File: config.mk
export PLATFORM = sky130hd
export DESIGN_NAME = id_sync_fifo
export DESIGN_NICKNAME = d
export VERILOG_FILES = /design/src/rtl/id_sync_fifo.sv
export SDC_FILE = /design/constraint.sdc
export NUM_CORES = 1
export LEC_CHECK = 0
export BUFFER_PORTS_ARGS = -buffer_cell sky130_fd_sc_hd__buf_2
export CAP_MARGIN = 5
export CORE_MARGIN = 3
export CORE_UTILIZATION = 25
export CTS_BUF_LIST = sky130_fd_sc_hd__clkbuf_4 sky130_fd_sc_hd__clkbuf_8
export DETAILED_ROUTE_END_ITERATION = 7
export GPL_ROUTABILITY_DRIVEN = 0
export GPL_TIMING_DRIVEN = 0
export PLACE_DENSITY = 0.38
export SETUP_SLACK_MARGIN = 0.2
export SYNTH_ARGS = -nofsm -noshare
export SYNTH_HDL_FRONTEND = slang
export SYNTH_SLANG_ARGS = --single-unit
File: constraint.sdc
create_clock -name clk -period 7.07 [get_ports clk]
set_input_delay 0.707 -clock clk [delete_from_list [all_inputs] [get_ports clk]]
set_output_delay 0.707 -clock clk [all_outputs]
set_load 0.03 [all_outputs]
File: src/rtl/id_sync_fifo.sv
// id_sync_fifo
//   Single-clock FIFO carrying AXI transaction IDs and control tags from the
//   AXI slave front end to the AHB master sequencer.
//
// Ports
//   clk          rising-edge clock
//   resetn       synchronous reset, active low
//   flush        synchronous clear of contents, pointers and error flags
//   data_in      write data (DATA_W bits)
//   write_en     write request, accepted when not full and not flushing
//   read_en      read request, accepted when not empty and not flushing
//   data_out     read data: head entry (SHOWAHEAD=1) or last read entry (SHOWAHEAD=0)
//   rd_valid     data_out holds a valid entry
//   full/empty   level == DEPTH / level == 0
//   almost_full  level >= AFULL_THR
//   almost_empty level <= AEMPTY_THR
//   level        occupancy, 0..DEPTH
//   overflow     sticky: write attempted while full
//   underflow    sticky: read attempted while empty
module id_sync_fifo #(
  parameter int unsigned DATA_W     = 9,
  parameter int unsigned ADDR_W     = 4,
  parameter int unsigned SHOWAHEAD  = 1,
  parameter int unsigned AFULL_THR  = 12,
  parameter int unsigned AEMPTY_THR = 2
) (
  input  logic              clk,
  input  logic              resetn,
  input  logic              flush,
  input  logic [DATA_W-1:0] data_in,
  input  logic              write_en,
  input  logic              read_en,
  output logic [DATA_W-1:0] data_out,
  output logic              rd_valid,
  output logic              full,
  output logic              empty,
  output logic              almost_full,
  output logic              almost_empty,
  output logic [ADDR_W:0]   level,
  output logic              overflow,
  output logic              underflow
);

  localparam int unsigned     DEPTH    = 2 ** ADDR_W;
  localparam logic [ADDR_W:0] DEPTH_L  = (ADDR_W + 1)'(DEPTH);
  localparam logic [ADDR_W:0] AFULL_L  = (ADDR_W + 1)'(AFULL_THR);
  localparam logic [ADDR_W:0] AEMPTY_L = (ADDR_W + 1)'(AEMPTY_THR);

  logic [ADDR_W:0]   wptr_q, wptr_d;
  logic [ADDR_W:0]   rptr_q, rptr_d;
  logic [ADDR_W:0]   level_w;
  logic              ovf_q, ovf_d;
  logic              udf_q, udf_d;
  logic              wr_ok, rd_ok;
  logic [DATA_W-1:0] mem_q [DEPTH];

  // Status comes from the registered pointers only; the extra pointer bit
  // makes level == DEPTH distinguishable from level == 0 after wrap.
  always_comb begin
    level_w      = wptr_q - rptr_q;
    full         = (level_w == DEPTH_L);
    empty        = (level_w == '0);
    almost_full  = (level_w >= AFULL_L);
    almost_empty = (level_w <= AEMPTY_L);
    wr_ok        = write_en & ~full & ~flush;
    rd_ok        = read_en & ~empty & ~flush;
  end

  always_comb begin
    wptr_d = wptr_q;
    rptr_d = rptr_q;
    ovf_d  = ovf_q;
    udf_d  = udf_q;
    if (flush) begin
      wptr_d = '0;
      rptr_d = '0;
      ovf_d  = 1'b0;
      udf_d  = 1'b0;
    end else begin
      if (wr_ok)              wptr_d = wptr_q + 1'b1;
      if (rd_ok)              rptr_d = rptr_q + 1'b1;
      if (write_en && full)   ovf_d  = 1'b1;
      if (read_en && empty)   udf_d  = 1'b1;
    end
  end

  always_ff @(posedge clk) begin
    if (!resetn) begin
      wptr_q <= '0;
      rptr_q <= '0;
      ovf_q  <= 1'b0;
      udf_q  <= 1'b0;
    end else begin
      wptr_q <= wptr_d;
      rptr_q <= rptr_d;
      ovf_q  <= ovf_d;
      udf_q  <= udf_d;
    end
  end

  // Storage is not reset; writes are suppressed while reset is asserted.
  always_ff @(posedge clk) begin
    if (resetn && wr_ok) begin
      mem_q[wptr_q[ADDR_W-1:0]] <= data_in;
    end
  end

  generate
    if (SHOWAHEAD != 0) begin : g_showahead
      always_comb begin
        data_out = empty ? '0 : mem_q[rptr_q[ADDR_W-1:0]];
        rd_valid = ~empty;
      end
    end else begin : g_registered
      logic [DATA_W-1:0] dout_q, dout_d;
      logic              rv_q, rv_d;

      always_comb begin
        dout_d = dout_q;
        rv_d   = 1'b0;
        if (flush) begin
          dout_d = '0;
        end else if (rd_ok) begin
          dout_d = mem_q[rptr_q[ADDR_W-1:0]];
          rv_d   = 1'b1;
        end
      end

      always_ff @(posedge clk) begin
        if (!resetn) begin
          dout_q <= '0;
          rv_q   <= 1'b0;
        end else begin
          dout_q <= dout_d;
          rv_q   <= rv_d;
        end
      end

      always_comb begin
        data_out = dout_q;
        rd_valid = rv_q;
      end
    end
  endgenerate

  always_comb begin
    level     = level_w;
    overflow  = ovf_q;
    underflow = udf_q;
  end

endmodule

==> qor.txt <==
================================================================================
Number of hold-repair buffers added at the cts stage ..............            0
Pin slew with the least headroom to its limit .....................      1170 ps
Clock transition at path regs .....................................        80 ps
Critical Path Sink Type ...........................................  output port
Detailed-route wire length per cell ...............................      21.9 um
Antenna violations before repair ..................................            0
Critical path start-end classification ............................   reg -> out
Warnings from Yosys ...............................................            0
Deepest clock path buffer count ...................................            2
Post-route cell area ..............................................    7520 um^2
HP Class ..........................................................   reg -> reg
Number of vias per cell ...........................................         4.40
Clock Root Buffer ................................................. sky130_fd_sc_hd__clkbuf_8
CP bufs+invs ......................................................            4
Via count of the first global-routing pass ........................         3434
Total Neg Setup Slack .............................................         0 ps
Area delta synth->final ...........................................        15.3%
Share of cells above drive strength 1 .............................        31.5%
FMAX ..............................................................      249 MHz
Area share of the largest cell type after synthesis ...............        66.3%
Full die area .....................................................   28100 um^2
Pin count of the biggest net entering global routing ..............           17
Worst path max stage delay ........................................       440 ps
Shortest period the worst path allows .............................      4010 ps
Sequential share of the synthesized area ..........................        71.2%
Worst-case headroom to the max-slew limit .........................        21.9%
Status ............................................................ complete, no violations
Maximum ir drop on the vdd rail ...................................     0.103 mV
Residual antenna-violating net count after detailed routing .......            0
Top-level I/O count ...............................................           35
Aggregate routed wire length ......................................     15900 um
Worst clock skew on the final layout ..............................      13.3 ps
Maximum fanout encountered on the critical timing path ............           10
Count of standard-cell rows .......................................           58
First-pass GRT wire length ........................................     23500 um
Flop and latch count out of synthesis .............................          160
Post-Route Utilization ............................................        29.6%
Number of setup buffers added after CTS ...........................            0
Htree depth .......................................................            4
Die W .............................................................       167 um
Static leakage ....................................................      2.40 nW
Clock insertion delay at the later pin of the skew report .........       440 ps
Count of distinct cell types in the synthesized netlist ...........           36
DRC violation count after routing .................................            0
Hold violation count in the final report ..........................            0
Final antenna diode count .........................................            0
Overall Global Routing Usage ......................................        11.8%
CP top delay family ............................................... buffers and inverters
Fraction of the cycle the final worst path needs ..................        56.7%
Net total in the final layout .....................................          410
Register cell area after layout ...................................    4640 um^2
Combined area of the multi-input logic cells ......................    1750 um^2
Number of inserted filler cells in the final layout ...............         2538
Area of the core ..................................................   25400 um^2
Number of buffers created by CTS ..................................           17
Number of nets produced by synthesis ..............................          355
Netlist area before placement .....................................    6520 um^2
Post-cts sizing count .............................................            0
Pwr per Cell Area .................................................  252 nW/um^2
Placement Cell Area ...............................................    7130 um^2
Fin worst setup slack .............................................      3060 ps
Vias ..............................................................         3196
EDFF count, synth .................................................          144
Total of buffers placed on input and output ports .................           34
Avg Cell Area, Syn ................................................    19.7 um^2
Number of DRC violations after detailed-routing iteration 0 .......          211
Yosys top cell by area ............................................ sky130_fd_sc_hd__edfxtp_1
TritonCTS clock tree ..............................................          yes
Setup repair after global routing missed its margin ...............           no
Number of instances in the synthesized netlist ....................          331
Worst setup slack after placement .................................      3420 ps
Number of max-capacitance violations reported .....................            0
Half-perimeter wire length after placement ........................     10300 um
Count of final max-slew check failures ............................            0
List of cells traversed by the critical path ...................... inv_1, ha_1, fa_1, nand2b_1, a21oi_1, xor2_2, inv_4, nor3_4, buf_6, nor2b_1, buf_2
Synth top area cells .............................................. sky130_fd_sc_hd__edfxtp_1 (66%), sky130_fd_sc_hd__mux4_2 (16%), sky130_fd_sc_hd__dfxtp_1 (4.9%), sky130_fd_sc_hd__ha_1 (1.7%), sky130_fd_sc_hd__and3_1 (1.2%)
Critical-path cell with the highest stage delay ................... sky130_fd_sc_hd__dfxtp_1
Most frequently used flop master after synthesis .................. sky130_fd_sc_hd__edfxtp_1
Number of sinks driven by the clock tree ..........................          160
Height of the die .................................................       167 um
Count of TritonRoute iterations in the first routing pass .........            4
Arrival time of the worst setup path ..............................      3300 ps
Setup-violating endpoint count in the final report ................            0
Type of origin of the critical path ...............................    flip-flop
CP required .......................................................      6360 ps
Starting utilization of the core area .............................        25.7%
Grt total ovfl ....................................................            0
Share of async-settable or async-resettable flops after synthesis .           0%
================================================================================
state kept, by name, indices dropped and copies added (netlist names), named ones only:
name	cells
overflow	1
rptr_q	5
underflow	1
wptr_q	5
mem_q	144
logic make-up after synthesis:
kind of cell,after synthesis,share of synthesized area (%)
compound gates,20,2.53
xor+xnor,8,1.19
fa+ha+maj,10,2.03
buf+inv,27,2.03
flops,160,71.2
mux,47,15.9
simple gates,59,5.12
layer usage:
metal  wire (um)  part of all wire [%]  global-route usage [%]
met2        7770                    49                    19.1
met5           0                     0                       0
met3         452                   2.8                    2.71
met4         133                  0.84                    3.09
met1        7540                    47                    16.3
cell type report:
type                       count  share of cell area, %
timing repair buffer          36                   2.56
inverter                      13                  0.682
sequential                   160                   61.8
buffer                        14                   1.08
multi-input combinational    144                   23.3
clock buffer                  18                   3.21
clock inverter                12                   1.93
tap                          330                   5.49
worst paths after layout:
| path | from | cells past startpoint | to | slack, ps |
|---|---|---|---|---|
| worst max-delay path | wptr_q[0] | 11 | data_out[7] | 3060 |
| worst min-delay path | overflow | 2 | overflow | 480 |
| worst max register to register | wptr_q[0] | 10 | mem_q[14][0] | 3470 |
| worst min register to register | overflow | 2 | overflow | 480 |
cell usage in the layout (no fill, tap or decap), types with 2 or more instances in the layout:
| cell | instances |
|---|---|
| sky130_fd_sc_hd__edfxtp_1 | 144 |
| sky130_fd_sc_hd__mux4_2 | 45 |
| sky130_fd_sc_hd__buf_2 | 34 |
| sky130_fd_sc_hd__clkbuf_8 | 17 |
| sky130_fd_sc_hd__dfxtp_1 | 16 |
| sky130_fd_sc_hd__nor2_1 | 14 |
| sky130_fd_sc_hd__and3_1 | 13 |
| sky130_fd_sc_hd__inv_1 | 11 |
| sky130_fd_sc_hd__nor2b_1 | 11 |
| sky130_fd_sc_hd__a21oi_1 | 9 |
| sky130_fd_sc_hd__ha_1 | 9 |
| sky130_fd_sc_hd__buf_1 | 5 |
| sky130_fd_sc_hd__o21ai_0 | 5 |
| sky130_fd_sc_hd__xor2_1 | 4 |
| sky130_fd_sc_hd__nand3_1 | 4 |
| sky130_fd_sc_hd__buf_6 | 4 |
| sky130_fd_sc_hd__or3_1 | 4 |
| sky130_fd_sc_hd__clkinvlp_4 | 4 |
| sky130_fd_sc_hd__nand2b_1 | 3 |
| sky130_fd_sc_hd__xnor2_1 | 3 |
| sky130_fd_sc_hd__buf_4 | 3 |
| sky130_fd_sc_hd__nor3b_1 | 3 |
| sky130_fd_sc_hd__bufinv_16 | 3 |
| sky130_fd_sc_hd__clkinv_1 | 3 |
| sky130_fd_sc_hd__clkbuf_2 | 2 |
| sky130_fd_sc_hd__nor3_1 | 2 |
| sky130_fd_sc_hd__clkbuf_1 | 2 |
| sky130_fd_sc_hd__nand2_1 | 2 |
| sky130_fd_sc_hd__mux2i_1 | 2 |
Yosys cell counts, types with 3 or more instances:
cell type                  number
sky130_fd_sc_hd__and3_1        13
sky130_fd_sc_hd__xnor2_1        3
sky130_fd_sc_hd__nand3_1        4
sky130_fd_sc_hd__mux4_2        45
sky130_fd_sc_hd__inv_1         11
sky130_fd_sc_hd__buf_1          5
sky130_fd_sc_hd__buf_4          3
sky130_fd_sc_hd__or3_1          4
sky130_fd_sc_hd__xor2_1         4
sky130_fd_sc_hd__nand2b_1       3
sky130_fd_sc_hd__ha_1           9
sky130_fd_sc_hd__edfxtp_1     144
sky130_fd_sc_hd__nor2_1        14
sky130_fd_sc_hd__nor3_1         3
sky130_fd_sc_hd__nor3b_1        3
sky130_fd_sc_hd__dfxtp_1       16
sky130_fd_sc_hd__o21ai_0        5
sky130_fd_sc_hd__a21oi_1        9
sky130_fd_sc_hd__nor2b_1       11
metrics by stage:
stage	cells	total power, W	hold slack, ps
floorplan	331	0.00119	470
global placement	695	0.00125	454
detailed placement	697	0.00125	456
CTS	727	0.00192	482
global route	727	0.00198	513
finish	727	0.00190	478
report_power, final:
part	switching, W	total, W	leakage (nW)	internal [W]
clock network	0.000326	0.000671	0.183	0.000345
logic	0.000127	0.000191	0.795	0.0000634
registers	0.00000251	0.00103	1.42	0.00103
worst register-to-register path, stage by stage, from the launching register on:
cell and delay [ps]:
sky130_fd_sc_hd__dfxtp_1 440, sky130_fd_sc_hd__inv_1 130, sky130_fd_sc_hd__ha_1 230, sky130_fd_sc_hd__fa_1 390, sky130_fd_sc_hd__nand2b_1 160, sky130_fd_sc_hd__a21oi_1 200
sky130_fd_sc_hd__xor2_2 360, sky130_fd_sc_hd__inv_4 120, sky130_fd_sc_hd__a31oi_4 290, sky130_fd_sc_hd__clkbuf_2 230, sky130_fd_sc_hd__and3_1 670
Power figures use the tool's default switching activity.
